$ cat src/rtl/vga_pkg.sv
// rtl/vga_pkg.sv - 640x480@60 timing constants, digit layout and latch FSM states
package vga_pkg;

  localparam int CNT_W = 11;
  typedef logic [CNT_W-1:0] cnt_t;

  localparam int H_BACK  = 48;
  localparam int H_VIS   = 640;
  localparam int H_FRONT = 16;
  localparam int H_SYNC  = 96;
  localparam int V_BACK  = 33;
  localparam int V_VIS   = 480;
  localparam int V_FRONT = 10;
  localparam int V_SYNC  = 2;

  // Counter origin is the start of back porch, so visible begins at the porch width.
  localparam int H_TOTAL      = H_BACK + H_VIS + H_FRONT + H_SYNC;
  localparam int H_VIS_START  = H_BACK;
  localparam int H_VIS_END    = H_BACK + H_VIS;
  localparam int H_SYNC_START = H_VIS_END + H_FRONT;
  localparam int V_TOTAL      = V_BACK + V_VIS + V_FRONT + V_SYNC;
  localparam int V_VIS_START  = V_BACK;
  localparam int V_VIS_END    = V_BACK + V_VIS;
  localparam int V_SYNC_START = V_VIS_END + V_FRONT;

  localparam int DIGIT_W    = 4;
  localparam int NUM_DIGITS = 6;
  localparam int TIME_W     = DIGIT_W * NUM_DIGITS;
  localparam int DIG_S0 = 0;
  localparam int DIG_S1 = 1;
  localparam int DIG_M0 = 2;
  localparam int DIG_M1 = 3;
  localparam int DIG_H0 = 4;
  localparam int DIG_H1 = 5;

  typedef enum logic [1:0] {
    VIS  = 2'd0,
    OPEN = 2'd1,
    DONE = 2'd2
  } latch_state_e;

  function automatic logic all_bcd(input logic [TIME_W-1:0] v);
    logic ok;
    ok = 1'b1;
    for (int i = 0; i < NUM_DIGITS; i++) begin
      if (v[i*DIGIT_W +: DIGIT_W] > 4'd9) ok = 1'b0;
    end
    return ok;
  endfunction

endpackage

$ cat src/rtl/vga_frame_ctrl_if.sv
// rtl/vga_frame_ctrl_if.sv - time digit handshake from the timekeeping core
interface vga_frame_ctrl_if;
  import vga_pkg::*;

  logic [TIME_W-1:0] time_in;
  logic              in_valid;
  logic              in_ready;

  modport master (output time_in, output in_valid, input in_ready);
  modport slave  (input time_in, input in_valid, output in_ready);
endinterface

$ cat src/rtl/vga_sync_gen.sv
// rtl/vga_sync_gen.sv - raster counters with registered syncs, video_on and frame_start
module vga_sync_gen
  import vga_pkg::*;
#(
  parameter int H_BACK  = vga_pkg::H_BACK,
  parameter int H_VIS   = vga_pkg::H_VIS,
  parameter int H_FRONT = vga_pkg::H_FRONT,
  parameter int H_SYNC  = vga_pkg::H_SYNC,
  parameter int V_BACK  = vga_pkg::V_BACK,
  parameter int V_VIS   = vga_pkg::V_VIS,
  parameter int V_FRONT = vga_pkg::V_FRONT,
  parameter int V_SYNC  = vga_pkg::V_SYNC
) (
  input  logic clk,
  input  logic rst,
  output cnt_t count_h_o,
  output cnt_t count_v_o,
  output logic h_sinc_o,
  output logic v_sinc_o,
  output logic video_on_o,
  output logic frame_start_o,
  output logic blank_next_o
);

  localparam cnt_t H_LAST = cnt_t'(H_BACK + H_VIS + H_FRONT + H_SYNC - 1);
  localparam cnt_t H_VS   = cnt_t'(H_BACK);
  localparam cnt_t H_VE   = cnt_t'(H_BACK + H_VIS);
  localparam cnt_t H_SS   = cnt_t'(H_BACK + H_VIS + H_FRONT);
  localparam cnt_t V_LAST = cnt_t'(V_BACK + V_VIS + V_FRONT + V_SYNC - 1);
  localparam cnt_t V_VS   = cnt_t'(V_BACK);
  localparam cnt_t V_VE   = cnt_t'(V_BACK + V_VIS);
  localparam cnt_t V_SS   = cnt_t'(V_BACK + V_VIS + V_FRONT);

  cnt_t h_q, h_d, v_q, v_d;
  logic hs_q, vs_q, vid_q, fs_q;

  always_comb begin
    h_d = h_q + cnt_t'(1);
    v_d = v_q;
    if (h_q == H_LAST) begin
      h_d = '0;
      v_d = (v_q == V_LAST) ? '0 : v_q + cnt_t'(1);
    end
  end

  // Decoding the next count keeps every output in the same cycle as the counters.
  always_ff @(posedge clk) begin
    if (rst) begin
      h_q   <= '0;
      v_q   <= '0;
      hs_q  <= 1'b1;
      vs_q  <= 1'b1;
      vid_q <= 1'b0;
      fs_q  <= 1'b0;
    end else begin
      h_q   <= h_d;
      v_q   <= v_d;
      hs_q  <= !(h_d >= H_SS);
      vs_q  <= !(v_d >= V_SS);
      vid_q <= (h_d >= H_VS) && (h_d < H_VE) && (v_d >= V_VS) && (v_d < V_VE);
      fs_q  <= (h_d == '0) && (v_d == '0);
    end
  end

  assign blank_next_o  = (v_d < V_VS) || (v_d >= V_VE);
  assign count_h_o     = h_q;
  assign count_v_o     = v_q;
  assign h_sinc_o      = hs_q;
  assign v_sinc_o      = vs_q;
  assign video_on_o    = vid_q;
  assign frame_start_o = fs_q;

endmodule

$ cat src/rtl/vga_frame_ctrl.sv
// rtl/vga_frame_ctrl.sv - raster plus blanking-only digit latch; TEST_PATTERN_EN adds test_en pattern mode
module vga_frame_ctrl
  import vga_pkg::*;
#(
  parameter int H_BACK  = vga_pkg::H_BACK,
  parameter int H_VIS   = vga_pkg::H_VIS,
  parameter int H_FRONT = vga_pkg::H_FRONT,
  parameter int H_SYNC  = vga_pkg::H_SYNC,
  parameter int V_BACK  = vga_pkg::V_BACK,
  parameter int V_VIS   = vga_pkg::V_VIS,
  parameter int V_FRONT = vga_pkg::V_FRONT,
  parameter int V_SYNC  = vga_pkg::V_SYNC
) (
  input  logic         clk,
  input  logic         rst,
`ifdef TEST_PATTERN_EN
  input  logic         test_en,
`endif
  vga_frame_ctrl_if.slave tin,
  output logic         h_sinc,
  output logic         v_sinc,
  output cnt_t         countH,
  output cnt_t         countV,
  output logic         video_on,
  output logic         frame_start,
  output logic [DIGIT_W-1:0] h1,
  output logic [DIGIT_W-1:0] h0,
  output logic [DIGIT_W-1:0] m1,
  output logic [DIGIT_W-1:0] m0,
  output logic [DIGIT_W-1:0] s1,
  output logic [DIGIT_W-1:0] s0,
  output logic         bad_bcd
);

  logic blank_next;
  logic test_mode;

  vga_sync_gen #(
    .H_BACK(H_BACK), .H_VIS(H_VIS), .H_FRONT(H_FRONT), .H_SYNC(H_SYNC),
    .V_BACK(V_BACK), .V_VIS(V_VIS), .V_FRONT(V_FRONT), .V_SYNC(V_SYNC)
  ) u_sync (
    .clk           (clk),
    .rst           (rst),
    .count_h_o     (countH),
    .count_v_o     (countV),
    .h_sinc_o      (h_sinc),
    .v_sinc_o      (v_sinc),
    .video_on_o    (video_on),
    .frame_start_o (frame_start),
    .blank_next_o  (blank_next)
  );

`ifdef TEST_PATTERN_EN
  logic [5:0]         fcnt_q, fcnt_d;
  logic [DIGIT_W-1:0] pat_q, pat_d;

  assign test_mode = test_en;

  // Pattern digit advances once per 60 frames, i.e. roughly once a second.
  always_comb begin
    fcnt_d = fcnt_q;
    pat_d  = pat_q;
    if (frame_start) begin
      if (fcnt_q == 6'd59) begin
        fcnt_d = '0;
        pat_d  = (pat_q == 4'd9) ? '0 : pat_q + 4'd1;
      end else begin
        fcnt_d = fcnt_q + 6'd1;
      end
    end
  end

  always_ff @(posedge clk) begin
    if (rst) begin
      fcnt_q <= '0;
      pat_q  <= '0;
    end else begin
      fcnt_q <= fcnt_d;
      pat_q  <= pat_d;
    end
  end
`else
  assign test_mode = 1'b0;
`endif

  latch_state_e      state_q, state_d;
  logic              in_ready_q;
  logic [TIME_W-1:0] digits_q, digits_d;
  logic              bad_q, bad_d;
  logic              accept, take;

  assign accept = tin.in_valid && in_ready_q && !test_mode;
  // Leaving blanking wins over a handshake offered in the same cycle.
  assign take   = accept && blank_next;

  always_comb begin
    state_d  = state_q;
    digits_d = digits_q;
    bad_d    = 1'b0;
    case (state_q)
      VIS:     if (blank_next) state_d = OPEN;
      OPEN:    if (!blank_next) state_d = VIS;
               else if (take) state_d = DONE;
      DONE:    if (!blank_next) state_d = VIS;
      default: state_d = VIS;
    endcase
    if (take) begin
      if (all_bcd(tin.time_in)) digits_d = tin.time_in;
      else bad_d = 1'b1;
    end
`ifdef TEST_PATTERN_EN
    if (test_en) digits_d = {NUM_DIGITS{pat_d}};
`endif
  end

  always_ff @(posedge clk) begin
    if (rst) begin
      state_q    <= OPEN;
      in_ready_q <= 1'b1;
      digits_q   <= '0;
      bad_q      <= 1'b0;
    end else begin
      state_q    <= state_d;
      in_ready_q <= (state_d == OPEN) && !test_mode;
      digits_q   <= digits_d;
      bad_q      <= bad_d;
    end
  end

  assign tin.in_ready = in_ready_q;
  assign bad_bcd      = bad_q;
  assign h1 = digits_q[DIG_H1*DIGIT_W +: DIGIT_W];
  assign h0 = digits_q[DIG_H0*DIGIT_W +: DIGIT_W];
  assign m1 = digits_q[DIG_M1*DIGIT_W +: DIGIT_W];
  assign m0 = digits_q[DIG_M0*DIGIT_W +: DIGIT_W];
  assign s1 = digits_q[DIG_S1*DIGIT_W +: DIGIT_W];
  assign s0 = digits_q[DIG_S0*DIGIT_W +: DIGIT_W];

endmodule

$ cat src/flat_wrapper.sv
// flat-port wrapper written by rule: the top's interface ports become plain ports
module vga_frame_ctrl_flat import vga_pkg::*;
#(
  parameter int H_BACK  = vga_pkg::H_BACK,
  parameter int H_VIS   = vga_pkg::H_VIS,
  parameter int H_FRONT = vga_pkg::H_FRONT,
  parameter int H_SYNC  = vga_pkg::H_SYNC,
  parameter int V_BACK  = vga_pkg::V_BACK,
  parameter int V_VIS   = vga_pkg::V_VIS,
  parameter int V_FRONT = vga_pkg::V_FRONT,
  parameter int V_SYNC  = vga_pkg::V_SYNC
)
  (clk, rst, h_sinc, v_sinc, countH, countV, video_on, frame_start, h1, h0, m1, m0, s1, s0, bad_bcd, tin_time_in, tin_in_valid, tin_in_ready);
  vga_frame_ctrl_if tin_i ();
  input  logic clk;
  input  logic rst;
  output logic h_sinc;
  output logic v_sinc;
  output cnt_t countH;
  output cnt_t countV;
  output logic video_on;
  output logic frame_start;
  output logic [DIGIT_W-1:0] h1;
  output logic [DIGIT_W-1:0] h0;
  output logic [DIGIT_W-1:0] m1;
  output logic [DIGIT_W-1:0] m0;
  output logic [DIGIT_W-1:0] s1;
  output logic [DIGIT_W-1:0] s0;
  output logic bad_bcd;
  input wire logic [$bits(tin_i.time_in)-1:0] tin_time_in;
  input wire logic [$bits(tin_i.in_valid)-1:0] tin_in_valid;
  output wire logic [$bits(tin_i.in_ready)-1:0] tin_in_ready;
  assign tin_i.time_in = tin_time_in;
  assign tin_i.in_valid = tin_in_valid;
  assign tin_in_ready = tin_i.in_ready;
  vga_frame_ctrl #(.H_BACK(H_BACK), .H_VIS(H_VIS), .H_FRONT(H_FRONT), .H_SYNC(H_SYNC), .V_BACK(V_BACK), .V_VIS(V_VIS), .V_FRONT(V_FRONT), .V_SYNC(V_SYNC)) u_core (.clk(clk), .rst(rst), .tin(tin_i), .h_sinc(h_sinc), .v_sinc(v_sinc), .countH(countH), .countV(countV), .video_on(video_on), .frame_start(frame_start), .h1(h1), .h0(h0), .m1(m1), .m0(m0), .s1(s1), .s0(s0), .bad_bcd(bad_bcd));
endmodule
$ cat config.mk
export PLATFORM = sky130hd
export DESIGN_NAME = vga_frame_ctrl_flat
export DESIGN_NICKNAME = d
export VERILOG_FILES = /design/src/rtl/vga_pkg.sv /design/src/rtl/vga_frame_ctrl_if.sv /design/src/rtl/vga_sync_gen.sv /design/src/rtl/vga_frame_ctrl.sv /design/src/flat_wrapper.sv
export SDC_FILE = /design/constraint.sdc
export NUM_CORES = 1
export LEC_CHECK = 0
export CAP_MARGIN = 0
export CORE_ASPECT_RATIO = 0.8
export CORE_MARGIN = 2
export CORE_UTILIZATION = 32
export DETAILED_ROUTE_END_ITERATION = 7
export PLACE_DENSITY = 0.65
export SLEW_MARGIN = 20
export SYNTH_ARGS = -nofsm -noshare
export SYNTH_HDL_FRONTEND = slang
export SYNTH_SLANG_ARGS = --single-unit
$ cat constraint.sdc
create_clock -name clk -period 4.7 [get_ports clk]
set_input_delay 0.94 -clock clk [delete_from_list [all_inputs] [get_ports clk]]
set_output_delay 0.94 -clock clk [all_outputs]
set_load 0.05 [all_outputs]
== Yosys cells after proc, flatten, opt, wreduce, memory -nomap -nowiden ==
Index checks and enable logic that the tools add are counted.
Widths: inputs -> output; s select.

* Output and inout port bits: 52
* Word-level logic and storage cells: 62
* Register bits after elaboration: 54

* Multiplexer cells: 16
* $lt $le $gt $ge: 14
* Reductions and logical operators: 14
* Add/sub/neg operators: 2
* Eq/ne operators: 5
* Bitwise logic cells: 1

{| class="wikitable"
|+ Operators with widths
! operator !! number
|-
| $ge 11x10->1 const B || 3
|-
| $mux 11 || 3
|-
| $gt 4x4->1 const B || 6
|-
| $add 11x1->11 const B || 2
|-
| $eq 11x10->1 const B || 2
|-
| $ge 11x6->1 const B || 2
|-
| $logic_not 11->1 || 2
|-
| $lt 11x10->1 const B || 2
|-
| $lt 11x6->1 const B || 1
|-
| $mux 1 || 8
|-
| $mux 2 || 4
|-
| $logic_and 1x1->1 || 6
|-
| $pmux 2 s3 || 1
|-
| $eq 2x1->1 const B || 2
|-
| $eq 2x2->1 const B || 1
|-
| $logic_not 1->1 || 2
|-
| $logic_not 2->1 || 1
|-
| $reduce_and 2->1 || 1
|-
| $reduce_or 2->1 || 1
|-
| $logic_or 1x1->1 || 1
|-
| $not 1->1 || 1
|}

== Depth between registers and ports, before layout ==
Gate-level depths: netlist of run 1.

* Word-level depth: 10
* Depth in mapped cells: 14
* Mapped depth without buffers: 10

== Modules after synthesis ==
From an unflattened synthesis of run 1, not the netlist that was laid out.

* Cell total of the unflattened synthesis: 325
* Area total of the unflattened synthesis: 2866.5 sq um

{| class="wikitable"
|+ By module, submodules not included
! module !! times used !! cells an instance !! area each (sq um)
|-
| vga_sync_gen || 1 || 198 || 1571.5
|-
| vga_frame_ctrl || 1 || 127 || 1295.0
|}

== Worst setup path after synthesis of run 1 ==
Ideal clock, no wire load.

* Kind: register -> register
* Start point: reg u_core.u_sync.v_q[0] (netlist: u_core.u_sync.count_v_o[0])
* End point: reg u_core.digits_q[10]
* Buffers on the path: 4
* Data arrival time: 3.228 ns
* Path slack: 1.401 ns
* Data required time: 4.628 ns
* Clock period less this slack: 3.299 ns
* Cell stages (with the launch flop): 15
* Cell sequence: dfxtp_1 -> clkbuf_1 -> inv_1 -> ha_1 -> nor4b_2 -> and3_1 -> clkbuf_1 -> o41a_1 -> o21a_1 -> a31oi_1 -> a211oi_2 -> nor3b_2 -> buf_4 -> buf_8 -> mux2i_1

* Cells in the longest elaborated chain, start to end: 7
* Elaborated cells on any way between the ends: 9
* Those cells by class: 1 x add/sub; 2 x order compare; 1 x eq/ne; 2 x mux; 3 x reduce/logical

{| class="wikitable"
|+ Ends and longest elaborated chain
! what !! RTL line !! RTL
|-
| start: declaration || vga_sync_gen.sv:34 || <nowiki>cnt_t h_q, h_d, v_q, v_d;</nowiki>
|-
| start signal: assignment || vga_sync_gen.sv:57 || <nowiki>v_q <= v_d;</nowiki>
|-
| $add 11x1->11 or $eq 11x10->1 (tied branches) || vga_sync_gen.sv:42 || <nowiki>v_d = (v_q == V_LAST) ? '0 : v_q + cnt_t'(1);</nowiki>
|-
| $mux 11 || vga_sync_gen.sv:42 ||
|-
| $mux 11 * || vga_sync_gen.sv:40 || <nowiki>if (h_q == H_LAST) begin</nowiki>
|-
| $lt 11x6->1 or $ge 11x10->1 (tied branches) || vga_sync_gen.sv:65 || <nowiki>assign blank_next_o = (v_d < V_VS) || (v_d >= V_VE);</nowiki>
|-
| $logic_or 1x1->1 * || vga_sync_gen.sv:65 ||
|-
| $logic_and 1x1->1 * || vga_frame_ctrl.sv:94 || <nowiki>assign take = accept && blank_next;</nowiki>
|-
| $reduce_and 2->1 (no source line) * || n/a ||
|-
| end signal: assignment || vga_frame_ctrl.sv:125 || <nowiki>digits_q <= digits_d;</nowiki>
|-
| end: declaration || vga_frame_ctrl.sv:88 || <nowiki>logic [TIME_W-1:0] digits_q, digits_d;</nowiki>
|}

Every way passes the cells marked *; elsewhere a longest branch is shown, timed or not.
A chain may end at the register's enable or synchronous reset.

== Worst setup path in the final report of run 1 ==
* Start point: reg u_core.u_sync.h_q[0] (netlist: u_core.u_sync.count_h_o[0])
* End point: reg u_core.digits_q[16]

* Cells in the longest elaborated chain, start to end: 6
* Elaborated cells on any way between the ends: 7
* Those cells by class: 2 x order compare; 1 x eq/ne; 1 x mux; 3 x reduce/logical

{| class="wikitable"
|+ Ends and longest elaborated chain
! what !! RTL line !! RTL
|-
| start: declaration || vga_sync_gen.sv:34 ||
|-
| start signal: assignment || vga_sync_gen.sv:49 || <nowiki>h_q <= '0;</nowiki>
|-
| start signal: assignment || vga_sync_gen.sv:56 || <nowiki>h_q <= h_d;</nowiki>
|-
| $eq 11x10->1 * || vga_sync_gen.sv:40 ||
|-
| $mux 11 * || vga_sync_gen.sv:40 ||
|-
| $lt 11x6->1 or $ge 11x10->1 (tied branches) || vga_sync_gen.sv:65 ||
|-
| $logic_or 1x1->1 * || vga_sync_gen.sv:65 ||
|-
| $logic_and 1x1->1 * || vga_frame_ctrl.sv:94 ||
|-
| $reduce_and 2->1 (no source line) * || n/a ||
|}

Marked as above.

==> results of run 1 <==
critical path, stage by stage (launching register included):
cell and delay [ps]:
dfxtp_1 380, ha_1 350, nand4_1 350, nor3_4 670, o221ai_2 230, a221o_1 350
a211oi_2 300, a211oi_2 170, nor3b_4 210, buf_4 400, mux2i_1 270
cells by family (layout without fill, tap and decap cells):
logic type	count (synthesis)	count (layout)	synth area share
simple gates	166	166	0.318
compound gates	61	61	0.138
flops	54	54	0.354
buf+inv	33	88	0.0533
mux	26	26	0.0861
xor+xnor	13	13	0.0373
fa+ha+maj	3	3	0.0123
flip-flops by register name, summed over array words and instances, names as in the netlist:
name,cells
u_core.bad_bcd,1
u_core.digits_q,24
u_core.state_q,2
u_core.tin.in_ready,1
u_core.u_sync.count_h_o,11
u_core.u_sync.count_v_o,11
u_core.u_sync.frame_start_o,1
u_core.u_sync.h_sinc_o,1
u_core.u_sync.v_sinc_o,1
u_core.u_sync.video_on_o,1
worst max path at each step:
stage                                               start                          endpoint  slack [ps]  depth (start not counted)
floorplan           u_core.u_sync.count_v_o[0]$_SDFF_PP0_  u_core.digits_q[10]$_SDFFE_PP0P_        1400                         14
global placement    u_core.u_sync.count_h_o[0]$_SDFF_PP0_  u_core.digits_q[17]$_SDFFE_PP0P_        1180                         10
detailed placement  u_core.u_sync.count_h_o[0]$_SDFF_PP0_  u_core.digits_q[16]$_SDFFE_PP0P_         990                         10
CTS                 u_core.u_sync.count_h_o[0]$_SDFF_PP0_  u_core.digits_q[16]$_SDFFE_PP0P_         910                         10
global route        u_core.u_sync.count_h_o[0]$_SDFF_PP0_  u_core.digits_q[16]$_SDFFE_PP0P_         660                         10
finish              u_core.u_sync.count_h_o[0]$_SDFF_PP0_  u_core.digits_q[16]$_SDFFE_PP0P_         920                         10
report_power, final:
group / leakage [nW] / switching, mW / total [mW] / internal (mW)
Sequential: 0.437 / 0.00698 / 0.473 / 0.466
Combinational: 0.795 / 0.0516 / 0.100 / 0.0484
Clock: 0.0829 / 0.164 / 0.427 / 0.263
Total: 1.31 / 0.222 / 1.00 / 0.777
cells in the final DEF (no fill, tap or decap), types with 10 or more instances in the layout:
cell,count
nand2_1,18
nand2b_1,48
a21oi_1,14
o21ai_0,17
clkdlybuf4s50_1,77
nand3_1,13
mux2i_1,24
nor2_1,28
nor3_1,10
dfxtp_1,54
area by class of cell:
cell class	count	area, sq um	share of cell area
inverter	2	7.51	0.00188
clock buffer	6	139	0.0347
clock inverter	1	30.0	0.00751
timing repair buffer	79	786	0.196
sequential	54	1080	0.270
multi-input combinational	269	1810	0.453
tap	115	144	0.0360
per-layer routing:
layer | vias to the layer above | share of wire | track usage
met4 | 0 | 0.013 | 0.0498
met5 | - | 0 | 0
met3 | 9 | 0.052 | 0.0274
met1 | 1259 | 0.46 | 0.218
li1 | 1368 | - | -
met2 | 78 | 0.47 | 0.255
stage by stage:
stage	total power, mW	hold slack, ps
6_report	1.00	474
5_1_grt	1.04	493
4_1_cts	1.01	477
3_5_place_dp	0.583	465
3_3_place_gp	0.582	458
2_1_floorplan	0.540	511
==> results.yml, run 1 <==
synth:
  yosysWarnings: 0
  synth_area_sq_um: 3050
  synth.top_cell.area_share: 0.354
  async_reset_ff_frac: 0
  ys_ff_latch: 54
  synth_edf_count: 0
  synth_common_cells: "54 x dfxtp_1, 48 x nand2b_1, 28 x nor2_1"
  syn_inst: 356
  seq_area_frac_synth: 0.354
  syn_nets: 386
  synth_most_common_cell: "dfxtp_1"
  ys.flop_type: "dfxtp_1"
  avgSynthCellArea_sq_um: 8.57
  ys_types: 57
  synth_top_cell_by_area: "dfxtp_1"
  synth.area.top_cells: "dfxtp_1 35%, nand2b_1 9.8%, mux2i_1 7.9%, nor2_1 3.4%, o21ai_0 2.8%"
finish:
  n_fill_cell: 915
  drive_gt1_frac: 0.0633
  final_area_sq_um: 4000
  diodes: 0
  final_cells: 526
  postLayoutCoreUtil: 0.437
  fin_nets: 441
  synthToLayoutAreaGrowth_pct: 31.1
global_routing:
  grt_max_degree: 78
  grt_pass1_vias: 2652
  grt-ovfl-total: 0
  grt_pass1_wl_mm: 13.5
  antenna_found_initial: 0
  grt.total_usage: 0.159
routing:
  wirelength_mm: 8.19
  dr.pass1.iters: 6
  drcViolationCount: 5
  vias: 2714
  drt_iter0_drc: 175
  ant_nets: 0
  vias_per_cell: 5.16
  wl_per_cell_um: 15.6
timing:
  worstMarginPinSlew_ps: 649
  period_share: 0.804
  hold_viol_final: 0
  fin_ws_ps: 922
  final.min_clock_period_ps: 3780
  fmax_ghz: 0.265
  finClkSkew_ps: 5.88
  drv_slew: 0
  relSlewSlack: 0.566
  setup_violations: 0
  totalNegativeSetupSlack_ps: 0
  rsz0062_at_grt: "false"
setup_path:
  r2r_start: "u_core.u_sync.count_h_o[0]$_SDFF_PP0_"
  arrival_ps: 3990
  critPathLaunchType: "flip-flop"
  r2r_slack_ps: 920
  crit_type: "reg -> reg"
  r2r_cells: 10
  cp_max_fo: 24
  cp_data_required_time_ps: 4910
  reg2reg_to: "u_core.digits_q[16]$_SDFFE_PP0P_"
  worst_setup_path_end_kind: "flip-flop"
clock_tree:
  cts-root-buf: "clkbuf_16"
  numCtsBuffers: 5
  clk_pin_slew_ps: 70
  cts_hold_buffers: 0
  cts.sink_count: 54
  clk_latency_ps: 290
  cts_tree: "done"
  clock_path_buffers: 2
  htree_levels: 2
  postCtsSetupBuffers: 0
  cts.repair.resized: 0
floorplan:
  die_area_sq_um: 10300
  core_area_sq_um: 9150
  io_pins: 79
  initial_utilization: 0.333
  fp-row-count: 31
  die_w_um: 113
  die_h_um: 91.3
hold_path:
  min_to: "u_core.digits_q[6]$_SDFFE_PP0P_"
  hp-start: "u_core.digits_q[6]$_SDFFE_PP0P_"
  min_path_cells: 2
  holdCritPathClass: "reg -> reg"
placement:
  gp_congestion: 0.904
  placed_cell_area_sq_um: 3830
  port_buffers: 78
  dp_hpwl_mm: 5.92
  post-place-ws_ps: 992
  dp_cells: 519
power:
  power_density_nw_per_um2: 250
  peakVddDrop_mv: 0.158
  total_leakage_power_nw: 1.31
run_status:
  violations: "design-rule violations"
  status: "complete, but fails checks"
run:
  maxCapViolations: 0
(Power assumes the default switching activity.)
==> run 2: changes to the inputs <==
clock period = 3.7 ns   (was 4.7 ns; I/O delays follow)
==> run 2 against run 1 <==
The flow still finishes with violations (design-rule violations). Clock skew is 1.6 ps lower. Core utilization is 0.38 points higher. Non-clock buffer count rose by 3. Clock-buffer cell count down 1. Sequential power is 27% higher. Hold slack lost 0.81 ps. Register-to-register slack got worse by 500 ps. Wire length shrank 3.8%. Clock power grew 27%. Worst setup slack lost 500 ps. Critical endpoint is now u_core.digits_q[5]$_SDFFE_PP0P_. Largest cell class unchanged. Highest routed layer unchanged.
==> results.yml, run 2 (synthesis results as in run 1) <==
routing:
  drt_iter0_drc: 207
  ant_nets: 0
  wl_per_cell_um: 14.9
  vias_per_cell: 5.15
  vias: 2731
  wirelength_mm: 7.88
  drcViolationCount: 5
  dr.pass1.iters: 7
placement:
  dp_cells: 522
  dp_hpwl_mm: 5.72
  gp_congestion: 0.968
  port_buffers: 78
clock_tree:
  clk_pin_slew_ps: 70
  cts.repair.resized: 0
  htree_levels: 2
  numCtsBuffers: 5
  cts_hold_buffers: 0
  cts_tree: "done"
  postCtsSetupBuffers: 0
  clk_latency_ps: 290
  clock_path_buffers: 2
  cts.sink_count: 54
  cts-root-buf: "clkbuf_16"
timing:
  worstMarginPinSlew_ps: 635
  hold_viol_final: 0
  rsz0062_at_grt: "false"
  relSlewSlack: 0.577
  final.min_clock_period_ps: 3280
  totalNegativeSetupSlack_ps: 0
  setup_violations: 0
  drv_slew: 0
  fmax_ghz: 0.305
  finClkSkew_ps: 4.25
  period_share: 0.887
finish:
  largest_reg_flops: 24
  regMostFlops: "u_core.digits_q"
  n_fill_cell: 915
  drive_gt1_frac: 0.0723
  layout_commonest_cell: "clkdlybuf4s50_1"
  synthToLayoutAreaGrowth_pct: 32.3
  final_cell_mix: "77 x clkdlybuf4s50_1, 54 x dfxtp_1, 48 x nand2b_1, 28 x nor2_1, 24 x mux2i_1"
  postLayoutCoreUtil: 0.441
  diodes: 0
  final_cells: 530
  fin_nets: 444
setup_path:
  critPathMostFrequentCell: "a31oi_1"
  crit_buf_inv: 2
  critPathSlowestCell: "nor3_4"
  crit_chain: "ha_1, nand4_1, nor3_4, buf_4, a31oi_1, o211a_1, a31oi_1, a211oi_2, nor3b_4, buf_12, mux2i_1"
  crit_type: "reg -> reg"
  cp_max_fo: 24
  r2r_slack_ps: 420
  critPathLaunchType: "flip-flop"
  arrival_ps: 3500
  crit_family: "simple AND/OR/NAND/NOR gates"
  crit_path_max_incr_delay_ps: 420
  cp_data_required_time_ps: 3910
  worst_setup_path_end_kind: "flip-flop"
run_status:
  violations: "design-rule violations"
  status: "complete, but fails checks"
floorplan:
  die_w_um: 113
  die_h_um: 91.3
  fp-row-count: 31
  core_area_sq_um: 9150
  die_area_sq_um: 10300
  io_pins: 79
  initial_utilization: 0.333
global_routing:
  grt-ovfl-total: 0
  grt_pass1_wl_mm: 12.6
  antenna_found_initial: 0
  grt_pass1_vias: 2428
  grt_max_degree: 78
  grt.total_usage: 0.149
run:
  maxCapViolations: 0
power:
  peakVddDrop_mv: 0.215
  total_leakage_power_nw: 1.33
  power_density_nw_per_um2: 315
hold_path:
  holdCritPathClass: "reg -> reg"
-- run 2: stage by stage --
step | instance area, sq um | total power [mW] | setup WS [ps] | hold slack (ps)
after global placement | 3860 | 0.739 | 630 | 458
after CTS | 4030 | 1.29 | 438 | 477
after detailed placement | 3860 | 0.741 | 475 | 461
final | 4040 | 1.27 | 419 | 473
after floorplan | 3050 | 0.686 | 401 | 511
after global routing | 4040 | 1.32 | 144 | 495
-- run 2: metal layers --
layer  wire length (um)  track usage
met4                 49       0.0366
met2               3570        0.221
met1               3880        0.222
met3                383       0.0260
met5                  0            0
-- run 2: worst paths after layout --
path / from / to / depth (start not counted)
worst max-delay path: u_core.u_sync.count_h_o[1]$_SDFF_PP0_ / u_core.digits_q[5]$_SDFFE_PP0P_ / 11
worst min-delay path: u_core.digits_q[2]$_SDFFE_PP0P_ / u_core.digits_q[2]$_SDFFE_PP0P_ / 2
worst max register to register: u_core.u_sync.count_h_o[1]$_SDFF_PP0_ / u_core.digits_q[5]$_SDFFE_PP0P_ / 11
worst min register to register: u_core.digits_q[2]$_SDFFE_PP0P_ / u_core.digits_q[2]$_SDFFE_PP0P_ / 2
-- run 2: tightest hold or removal path: stages (launching register included) --
cell,delay (ps)
dfxtp_1,310
nand2b_1,60
mux2i_1,60
-- run 2: power by group --
| group | leakage, nW | switching, mW | internal [mW] |
|---|---|---|---|
| Clock | 0.0842 | 0.221 | 0.321 |
| Combinational | 0.811 | 0.0648 | 0.0620 |
| Sequential | 0.437 | 0.00879 | 0.591 |
-- run 2: final cells by class --
type | count | area (sq um) | share of cell area
multi-input combinational | 269 | 1810 | 0.449
sequential | 54 | 1080 | 0.268
timing repair buffer | 82 | 821 | 0.203
tap | 115 | 144 | 0.0357
clock buffer | 5 | 125 | 0.0310
clock inverter | 3 | 43.8 | 0.0109
inverter | 2 | 7.51 | 0.00186
==> run 3: changes to the inputs <==
CORE_UTILIZATION = 40   (was 32)
PLACE_DENSITY = 0.77   (was 0.65)
clock period = 3.3 ns   (was 3.7 ns; I/O delays follow)
==> run 3 against run 2 <==
The run now ends clean. Sequential share of layout area grew 0.058 points. Final area shrank 0.22%. Critical path depth shrank 1. Sequential power grew 12%. Hold slack gained 10 ps. Clock power shrank 25%. Critical endpoint unchanged. Largest cell class unchanged.
==> results.yml, run 3 (synthesis results as in run 1) <==
routing:
  wl_per_cell_um: 14.7
  dr.pass1.iters: 4
  vias: 2824
  drt_iter0_drc: 197
  ant_nets: 0
  vias_per_cell: 5.34
  drcViolationCount: 0
  wirelength_mm: 7.78
clock_tree:
  numCtsBuffers: 5
  cts_tree: "done"
  cts.sink_count: 54
  cts_hold_buffers: 0
  clk_pin_slew_ps: 110
  clk_latency_ps: 310
  clock_path_buffers: 2
  cts-root-buf: "clkbuf_8"
  htree_levels: 2
placement:
  gp_congestion: 0.909
  dp_hpwl_mm: 5.52
  port_buffers: 78
  placed_cell_area_sq_um: 3920
timing:
  whs_ps: 483
  finClkSkew_ps: 7.45
  worstMarginPinSlew_ps: 608
  final.min_clock_period_ps: 3060
  relSlewSlack: 0.595
  rsz0062_at_grt: "false"
  hold_viol_final: 0
  setup_violations: 0
  drv_slew: 0
  totalNegativeSetupSlack_ps: 0
  period_share: 0.926
  fmax_ghz: 0.327
floorplan:
  die_w_um: 102
  die_h_um: 82.1
  initial_utilization: 0.413
  core_area_sq_um: 7390
  io_pins: 79
  die_area_sq_um: 8340
  fp-row-count: 28
setup_path:
  r2r_start: "u_core.u_sync.count_h_o[0]$_SDFF_PP0_"
  crit_type: "reg -> reg"
  critPathLaunchType: "flip-flop"
  r2r_slack_ps: 240
  cp.depth: 10
  crit_path_max_incr_delay_ps: 500
  r2r_cells: 10
  cp_max_fo: 24
  critPathSlowestCell: "o41a_1"
  crit_buf_inv: 1
  crit_chain: "ha_2, and4_1, nand3_2, o41a_1, o21a_1, a31oi_1, a211oi_2, nor3b_4, buf_12, mux2i_1"
  crit_family: "compound AO/OA/AOI/OAI gates"
  worst_setup_path_end_kind: "flip-flop"
  cp_data_required_time_ps: 3550
  reg2reg_to: "u_core.digits_q[5]$_SDFFE_PP0P_"
  arrival_ps: 3300
power:
  peakVddDrop_mv: 0.177
  power_density_nw_per_um2: 303
  total_leakage_power_nw: 1.34
finish:
  diodes: 0
  final_area_sq_um: 4030
  synthToLayoutAreaGrowth_pct: 32.0
  regMostFlops: "u_core.digits_q"
  layout_commonest_cell: "clkdlybuf4s50_1"
  largest_reg_flops: 24
  fin_nets: 453
  final_cell_mix: "77 x clkdlybuf4s50_1, 54 x dfxtp_1, 48 x nand2b_1, 28 x nor2_1, 24 x mux2i_1"
  drive_gt1_frac: 0.0967
global_routing:
  grt.total_usage: 0.184
  grt_max_degree: 78
  antenna_found_initial: 0
  grt_pass1_vias: 2564
  grt_pass1_wl_mm: 12.4
  grt-ovfl-total: 0
hold_path:
  hp-start: "u_core.digits_q[2]$_SDFFE_PP0P_"
  min_path_cells: 2
  min_to: "u_core.digits_q[2]$_SDFFE_PP0P_"
  holdCritPathClass: "reg -> reg"
run:
  maxCapViolations: 0
run_status:
  status: "finished, final reports clean"
[run 3: worst register-to-register path: cells and delay by family (launching register included)]
| family | cells | cell delay, ps |
|---|---|---|
| AOI/OAI and AO/OA | 4 | 1030 |
| adders and majority gates | 1 | 300 |
| buffers and inverters | 1 | 230 |
| DFF | 1 | 420 |
| muxes | 1 | 230 |
| and+or+nand+nor | 3 | 800 |
[run 3: metal layers]
metal  GRT usage  wire, um  part of all wire  vias to the layer above
li1            -         -                 -                     1379
met1       0.255      3670              0.47                     1316
met2       0.293      3370              0.43                      124
met3      0.0396       703             0.090                        5
met4      0.0446        38            0.0049                        0
met5           0         0                 0                        -
[run 3: cell type report]
class                      count  area [sq um]
timing repair buffer          91           888
sequential                    54          1080
multi-input combinational    269          1820
tap                          105           131
fill                         676          3370
clock buffer                   5          68.8
clock inverter                 3          28.8
inverter                       2          7.51
[run 3: repair_timing]
action / in CTS / in global routing
gates resized for setup: 0 / 3
setup buffers: 0 / 0
endpoints found under the setup margin: 0 / 25
[run 3: per-stage QoR]
step / setup WS (ps) / util / power, mW / cells
floorplan: 0.876 / - / 0.769 / 356
global placement: 312 / 0.530 / 0.830 / 521
detailed placement: 167 / 0.530 / 0.831 / 521
CTS: 110 / 0.543 / 1.23 / 529
global route: 9.19 / 0.545 / 1.27 / 529
finish: 244 / 0.545 / 1.22 / 529
[run 3: where the power goes]
group,internal [mW],switching (mW),total (mW)
clock,0.158,0.246,0.404
sequential,0.663,0.00757,0.671
combinational,0.0710,0.0755,0.146
total,0.892,0.329,1.22
[run 3: how the worst max path moves through the flow]
stage / from / end / slack, ps
6_report: u_core.u_sync.count_h_o[0]$_SDFF_PP0_ / u_core.digits_q[5]$_SDFFE_PP0P_ / 240
5_1_grt: u_core.u_sync.count_v_o[1]$_SDFF_PP0_ / u_core.digits_q[5]$_SDFFE_PP0P_ / 9
4_1_cts: u_core.u_sync.count_h_o[0]$_SDFF_PP0_ / u_core.digits_q[5]$_SDFFE_PP0P_ / 110
3_5_place_dp: u_core.u_sync.count_h_o[0]$_SDFF_PP0_ / u_core.digits_q[5]$_SDFFE_PP0P_ / 170
3_3_place_gp: u_core.u_sync.count_v_o[1]$_SDFF_PP0_ / u_core.digits_q[8]$_SDFFE_PP0P_ / 310
2_1_floorplan: u_core.u_sync.count_v_o[0]$_SDFF_PP0_ / u_core.digits_q[10]$_SDFFE_PP0P_ / 0.9
